`config.mk`:
```
export PLATFORM = sky130hd
export DESIGN_NAME = inertial_intf_flat
export DESIGN_NICKNAME = d
export VERILOG_FILES = /design/src/rtl/inertial_intf_if.sv /design/src/rtl/inertial_intf.sv /design/src/flat_wrapper.sv
export SDC_FILE = /design/constraint.sdc
export NUM_CORES = 1
export LEC_CHECK = 0
export BUFFER_PORTS_ARGS = -buffer_cell sky130_fd_sc_hd__buf_4
export CORE_AREA = 5 5 69 71
export CTS_BUF_LIST = sky130_fd_sc_hd__clkbuf_4 sky130_fd_sc_hd__clkbuf_8
export CTS_CLUSTER_SIZE = 10
export DETAILED_ROUTE_END_ITERATION = 7
export DIE_AREA = 0 0 74 76
export PLACE_DENSITY = 0.84
export SYNTH_ARGS = -nofsm -noshare
export SYNTH_HDL_FRONTEND = slang
export SYNTH_SLANG_ARGS = --single-unit
```
`constraint.sdc`:
```
create_clock -name clk -period 4.1 [get_ports clk]
set_input_delay 1.23 -clock clk [delete_from_list [all_inputs] [get_ports clk]]
set_output_delay 1.23 -clock clk [all_outputs]
set_load 0.1 [all_outputs]
```
`src/rtl/inertial_intf_if.sv`:
```
// inertial_intf_if: SPI monarch command/response handshake between sequencer and monarch.
interface inertial_intf_if;
    logic        snd;
    logic        done;
    logic [15:0] cmd;
    logic [15:0] resp;
    modport master (output snd, cmd, input done, resp);
    modport slave (input snd, cmd, output done, resp);
endinterface

```
`src/rtl/inertial_intf.sv`:
```
// inertial_intf: gyro power-up wait, configuration writes, then INT-driven yaw-rate reads over SPI.
module inertial_intf #(
    parameter int TMR_W = 16
) (
    input  logic               clk,
    input  logic               rst_n,
    input  logic               INT,
    inertial_intf_if.master    spi,
    output logic [15:0]        yaw_rt,
    output logic               vld
);
    typedef enum logic [2:0] {PWR_WAIT, WAIT_C1, WAIT_C2, WAIT_C3, IDLE, WAIT_L, WAIT_H} state_t;
    state_t state, nxt_state;
    logic [TMR_W-1:0] tmr;
    logic [7:0] lo, nxt_lo;
    logic [15:0] nxt_cmd, nxt_yaw;
    logic int_ff, int_s, nxt_snd, nxt_vld, ack;
    // the previous transaction's done is still high during the snd cycle
    assign ack = spi.done & ~spi.snd;
    always_ff @(posedge clk or negedge rst_n)
        if (!rst_n) begin
            state   <= PWR_WAIT;
            tmr     <= '0;
            int_ff  <= 1'b0;
            int_s   <= 1'b0;
            lo      <= 8'h00;
            spi.snd <= 1'b0;
            spi.cmd <= 16'h0000;
            yaw_rt  <= 16'h0000;
            vld     <= 1'b0;
        end else begin
            state   <= nxt_state;
            tmr     <= (state == PWR_WAIT) ? tmr + TMR_W'(1) : tmr;
            int_ff  <= INT;
            int_s   <= int_ff;
            lo      <= nxt_lo;
            spi.snd <= nxt_snd;
            spi.cmd <= nxt_cmd;
            yaw_rt  <= nxt_yaw;
            vld     <= nxt_vld;
        end
    always_comb begin
        nxt_state = state;
        nxt_snd   = 1'b0;
        nxt_cmd   = spi.cmd;
        nxt_yaw   = yaw_rt;
        nxt_vld   = 1'b0;
        nxt_lo    = lo;
        case (state)
            PWR_WAIT: if (&tmr) begin
                nxt_snd   = 1'b1;
                nxt_cmd   = 16'h0D02;
                nxt_state = WAIT_C1;
            end
            WAIT_C1: if (ack) begin
                nxt_snd   = 1'b1;
                nxt_cmd   = 16'h1160;
                nxt_state = WAIT_C2;
            end
            WAIT_C2: if (ack) begin
                nxt_snd   = 1'b1;
                nxt_cmd   = 16'h1440;
                nxt_state = WAIT_C3;
            end
            WAIT_C3: if (ack) nxt_state = IDLE;
            IDLE: if (int_s) begin
                nxt_snd   = 1'b1;
                nxt_cmd   = 16'hA600;
                nxt_state = WAIT_L;
            end
            WAIT_L: if (ack) begin
                nxt_lo    = spi.resp[7:0];
                nxt_snd   = 1'b1;
                nxt_cmd   = 16'hA700;
                nxt_state = WAIT_H;
            end
            WAIT_H: if (ack) begin
                nxt_yaw   = {spi.resp[7:0], lo};
                nxt_vld   = 1'b1;
                nxt_state = IDLE;
            end
            default: nxt_state = PWR_WAIT;
        endcase
    end
endmodule

```
`src/flat_wrapper.sv`:
```
// flat-port wrapper written by rule: the top's interface ports become plain ports
module inertial_intf_flat 
#(
    parameter int TMR_W = 16
)
  (clk, rst_n, INT, yaw_rt, vld, spi_snd, spi_cmd, spi_done, spi_resp);
  inertial_intf_if spi_i ();
  input  logic clk;
  input  logic rst_n;
  input  logic INT;
  output logic [15:0] yaw_rt;
  output logic vld;
  output wire logic [$bits(spi_i.snd)-1:0] spi_snd;
  output wire logic [$bits(spi_i.cmd)-1:0] spi_cmd;
  input wire logic [$bits(spi_i.done)-1:0] spi_done;
  input wire logic [$bits(spi_i.resp)-1:0] spi_resp;
  assign spi_snd = spi_i.snd;
  assign spi_cmd = spi_i.cmd;
  assign spi_i.done = spi_done;
  assign spi_i.resp = spi_resp;
  inertial_intf #(.TMR_W(TMR_W)) u_core (.clk(clk), .rst_n(rst_n), .INT(INT), .spi(spi_i), .yaw_rt(yaw_rt), .vld(vld));
endmodule
```
==> results of run 1 <==
## synth_stat cells
library cell | count | share of area [%]
dfrtp_1 | 53 | 58
mux2_2 | 24 | 12
buf_4 | 12 | 3.9
nand3_1 | 10 | 2.2
xnor2_1 | 10 | 3.8
nand2_1 | 9 | 1.5
nor2_1 | 7 | 1.1
inv_1 | 6 | 0.98
xor2_1 | 5 | 1.9
a21oi_1 | 4 | 0.87
and3_1 | 3 | 0.82
nand4_1 | 3 | 0.82
o21ai_0 | 3 | 0.66
or4bb_1 | 3 | 1.5
a31oi_1 | 2 | 0.55
buf_2 | 2 | 0.44
buf_6 | 2 | 0.98
nor3_2 | 2 | 0.87
a211o_1 | 1 | 0.38
a21o_1 | 1 | 0.33
a31oi_2 | 1 | 0.55
a32o_1 | 1 | 0.44
and4_1 | 1 | 0.38
and4b_1 | 1 | 0.44
conb_1 | 1 | 0.16
ha_1 | 1 | 0.55
maj3_1 | 1 | 0.44
nand4_2 | 1 | 0.55
nor2b_1 | 1 | 0.27
nor3_1 | 1 | 0.22
nor4_4 | 1 | 0.93
o211ai_2 | 1 | 0.55
or2_4 | 1 | 0.38
or3_1 | 1 | 0.27
or3_4 | 1 | 0.49
## cell type report
class                      count  area [um^2]  area share [%]
tap                           52         65.1            2.47
clock buffer                   5         68.8            2.61
timing repair buffer          39          293            11.1
sequential                    53         1330            50.4
clock inverter                 3         21.3           0.808
multi-input combinational    107          837            31.8
inverter                       6         22.5           0.855
## kinds of logic (layout without fill, tap and decap cells)
kind of cell / count (synthesis) / in the layout
compound gates: 14 / 14
xor+xnor: 15 / 15
fa+ha+maj: 2 / 2
buf+inv: 22 / 53
flops: 53 / 53
mux: 24 / 24
other cells: 1 / 6
simple gates: 46 / 46
## per-layer routing
layer | share of wire (%) | global-route usage, % | vias up | wire (um)
li1 | - | - | 669 | -
met1 | 42 | 18.8 | 697 | 1600
met2 | 51 | 24.0 | 34 | 1940
met3 | 5.2 | 4.35 | 6 | 198
met4 | 1.9 | 5.80 | 0 | 72
met5 | 0 | 0 | - | 0
## worst paths after layout
kind	from	end	slack (ps)
max in group asynchronous	rst_n	u_core.tmr[0]	2710
worst max-delay path	spi_done	u_core.yaw_rt[14]	1510
worst min-delay path	u_core.int_ff	u_core.int_s	360
min in group asynchronous	rst_n	u_core.tmr[10]	940
worst max register to register	u_core.state[0]	u_core.spi.cmd[12]	2060
worst min register to register	u_core.int_ff	u_core.int_s	360
## state kept, by name (all words and copies together), names as in the netlist
signal	count
u_core.tmr	16
u_core.yaw_rt	16
u_core.int_ff	1
u_core.lo	8
u_core.spi.snd	1
u_core.spi.cmd	6
u_core.vld	1
u_core.int_s	1
u_core.state	3
## metrics by stage
step	area [um^2]	worst slack, ps	hold WS [ps]
floorplan	2310	1510	331
global placement	2540	1170	334
detailed placement	2540	1180	348
CTS	2630	1510	371
global route	2630	1390	377
finish	2630	1510	363
==> qor.yml, run 1 <==
status: "completed"
row_count: 24
postCtsSetupRepairBufs: 0
required_ps: 4290
synth_cells: 177
ys_ff_latch: 53
critPathMaxStageDelay_ps: 740
firstDrtPassIters: 4
min_delay_path_depth: 0
worstPathArrival_ps: 2780
drc: 0
worstSetupEndpointType: "register"
ff2ff_path_depth: 4
grt_pass1_wl_um: 6620
area_growth_pct: 15.0
synthXorXnorAreaFrac_pct: 5.74
period_needed_ps: 2590
hpwl_um: 2630
cp_max_fo: 17
ys_types: 35
cp_num_cells: 4
grt_pass1_vias: 1442
dr_total_vias: 1406
drv_cap: 0
io_buffers: 39
cp_num_buf_inv: 1
synth_top_family_by_area: "simple AND/OR/NAND/NOR gates"
worstSetupStartpointType: "primary input"
ant_nets: 0
clockBufferDepth: 2
path_class: "in2reg"
core-area_um2: 4170
path_cells: "buf_4 > nor2b_1 > and4b_1 > mux2_2"
worst_slew_pin_slew_ps: 733
synth.cell_area_um2: 2290
numCtsBuffers: 5
synth_area_per_cell_um2: 12.9
hold_violations: 0
drt_iter0_drc: 94
cts_root_buf: "clkbuf_8"
synth-seq-area-share_pct: 57.9
antenna_found_initial: 0
critical_path.top_delay_family: "simple AND/OR/NAND/NOR gates"
vias_per_cell: 5.31
ys_warn_count: 0
grt_use_total_pct: 15.0
htreeDepth: 2
fin_crit_sh_pct: 63.1
die_w_um: 74
rsz0062_at_grt: "false"
chipHeight_um: 76
die-area_um2: 5620
nets: 233
fin_cells: 265
utilization_pct: 63.1
slew_viol_final: 0
placed_cells: 257
slew_headroom_pct: 51.1
diodes: 0
synth_compound_area_share_pct: 4.32
drive_above_1_share_pct: 37.1
cts_sinks: 53
wirelength_um: 3810
cts_tree: "done"
final_cell_mix: "53 x dfrtp_1, 39 x buf_4, 24 x mux2_2"
grt.overflow.total: 0
final_common_cell: "dfrtp_1"
clkTransAtPathRegs_ps: 90
fin_skew_ps: 6.85
clk_latency_ps: 300
yosys.area_share.adder_pct: 0.984
synthMuxAreaShare_pct: 11.8
max_freq_ghz: 0.386
start_util_pct: 54.9
fillers: 337
synth-simple-area-share_pct: 12.7
avgRoutedWirePerCell_um: 14.4
grt_max_degree: 54
ctsHoldBuffers: 0
top_level_ports: 54
cts_resized: 0
slowest_stage: "and4b_1"
setup_viol: 0
min_path_type: "reg2reg"
place_congestion: 0.731
tns_ps: 0
Power of run 1 is left out: the tool's default activity adds up to more than one toggle a clock period on the data nets, which glitch-free logic cannot reach.
==> run 2: changes to the inputs <==
--- a/config.mk
+++ b/config.mk
@@ -6,12 +6,12 @@
 export NUM_CORES = 1
 export LEC_CHECK = 0
 export BUFFER_PORTS_ARGS = -buffer_cell sky130_fd_sc_hd__buf_4
-export CORE_AREA = 5 5 69 71
+export CORE_AREA = 5 5 71 73
 export CTS_BUF_LIST = sky130_fd_sc_hd__clkbuf_4 sky130_fd_sc_hd__clkbuf_8
 export CTS_CLUSTER_SIZE = 10
 export DETAILED_ROUTE_END_ITERATION = 7
-export DIE_AREA = 0 0 74 76
-export PLACE_DENSITY = 0.84
+export DIE_AREA = 0 0 76 78
+export PLACE_DENSITY = 0.79
 export SYNTH_ARGS = -nofsm -noshare
 export SYNTH_HDL_FRONTEND = slang
 export SYNTH_SLANG_ARGS = --single-unit
==> constraint.sdc (replaced) <==
create_clock -name clk -period 2.4 [get_ports clk]
set_input_delay 0.72 -clock clk [delete_from_list [all_inputs] [get_ports clk]]
set_output_delay 0.72 -clock clk [all_outputs]
set_load 0.1 [all_outputs]
==> run 2 against run 1 <==
Net effect:
- utilization down 0.92 points
- wire length down 2.3%
- worst setup slack worse by 1000 ps
- largest cell class unchanged
- clock skew down 2.3 ps
- critical path depth unchanged
- cell count up 1.1%
- hold slack worse by 4.8 ps
- clock-buffer cell count up 1
- die area up 5.4%
- first-iteration DRC count down 5.3%
- cell area up 1.4%
- global-route usage down 1.2 points
==> qor.yml, run 2 (synthesized netlist as in run 1, its figures left out) <==
place_area_um2: 2580
grt.overflow.total: 0
place_congestion: 0.761
min_path_type: "reg2reg"
top_regs: "u_core.tmr: 16 flops, u_core.yaw_rt: 16 flops, u_core.lo: 8 flops"
vias_per_cell: 5.25
area_growth_pct: 16.6
rsz0062_at_grt: "false"
rr_startpoint: "u_core.state[2]"
worst_slew_pin_slew_ps: 643
worstSetupStartpoint: "u_core.state[2]"
nets: 236
drc: 0
worstSetupStartpointType: "register"
row_count: 24
drv_cap: 0
cts_tree: "done"
final_common_cell: "dfrtp_1"
clockBufferDepth: 2
numCtsBuffers: 5
avgRoutedWirePerCell_um: 13.9
fin_area_um2: 2670
grt_pass1_wl_um: 6690
cts_sinks: 53
drive_above_1_share_pct: 38.0
dr_total_vias: 1406
top_level_ports: 54
hp-start: "u_core.int_ff"
setup_viol: 0
slew_viol_final: 0
ant_nets: 0
cts_root_buf: "clkbuf_8"
fin_crit_sh_pct: 79.4
ctsHoldBuffers: 0
die-area_um2: 5930
cts_resized: 0
postCtsSetupRepairBufs: 0
grt_use_total_pct: 13.8
period_needed_ps: 1900
hold_violations: 0
grt_max_degree: 54
io_buffers: 39
antenna_found_initial: 0
hpwl_um: 2620
slew_headroom_pct: 57.1
status: "completed"
die_w_um: 76
path_class: "reg2reg"
tns_ps: 0
grt_pass1_vias: 1449
start_util_pct: 53.3
cp_max_fo: 13
chipHeight_um: 78
clk_latency_ps: 310
wirelength_um: 3730
worstSetupEndpointType: "register"
firstDrtPassIters: 4
fin_skew_ps: 4.57
htreeDepth: 2
final_cell_mix: "53 x dfrtp_1, 41 x buf_4, 24 x mux2_2"
max_freq_ghz: 0.525
drt_iter0_drc: 89
core-area_um2: 4290
clkTransAtPathRegs_ps: 90
diodes: 0
required_ps: 2600
worstPathArrival_ps: 2100
## run 2: cell type report
cell class,instances,area [um^2]
fill,332,1620
sequential,53,1330
multi-input combinational,107,837
timing repair buffer,42,328
clock buffer,6,76.3
tap,52,65.1
inverter,6,22.5
clock inverter,2,15.0
## run 2: worst paths after layout
kind	cells after the start	to	slack (ps)
setup / recovery	4	u_core.spi.cmd[12]	500
hold / removal	0	u_core.int_s	360
setup reg to reg	4	u_core.spi.cmd[12]	500
hold reg to reg	0	u_core.int_s	360
max in group asynchronous	1	u_core.yaw_rt[12]	1540
min in group asynchronous	1	u_core.spi.cmd[10]	430
## run 2: routing by layer
metal	wire length, um	global-route usage, %
met2	1750	21.5
met1	1670	17.4
met3	222	4.05
met5	0	0
met4	85	6.94
## run 2: metrics by stage
| step | hold WS [ps] | util, % | setup slack, ps | instances |
|---|---|---|---|---|
| 3_5_place_dp | 341 | 60.1 | 260 | 260 |
| 5_1_grt | 378 | 62.2 | 394 | 268 |
| 2_1_floorplan | 331 | - | 248 | 182 |
| 3_3_place_gp | 333 | 60.1 | 294 | 260 |
| 6_report | 359 | 62.2 | 495 | 268 |
| 4_1_cts | 362 | 62.2 | 490 | 268 |
## run 2: critical path: stages, from the launching register on
cell and delay, ps:
dfrtp_1 520, or4bb_1 610, o211ai_2 220, a31oi_2 110, a211o_1 330
Power of run 2 is left out for the same reason.
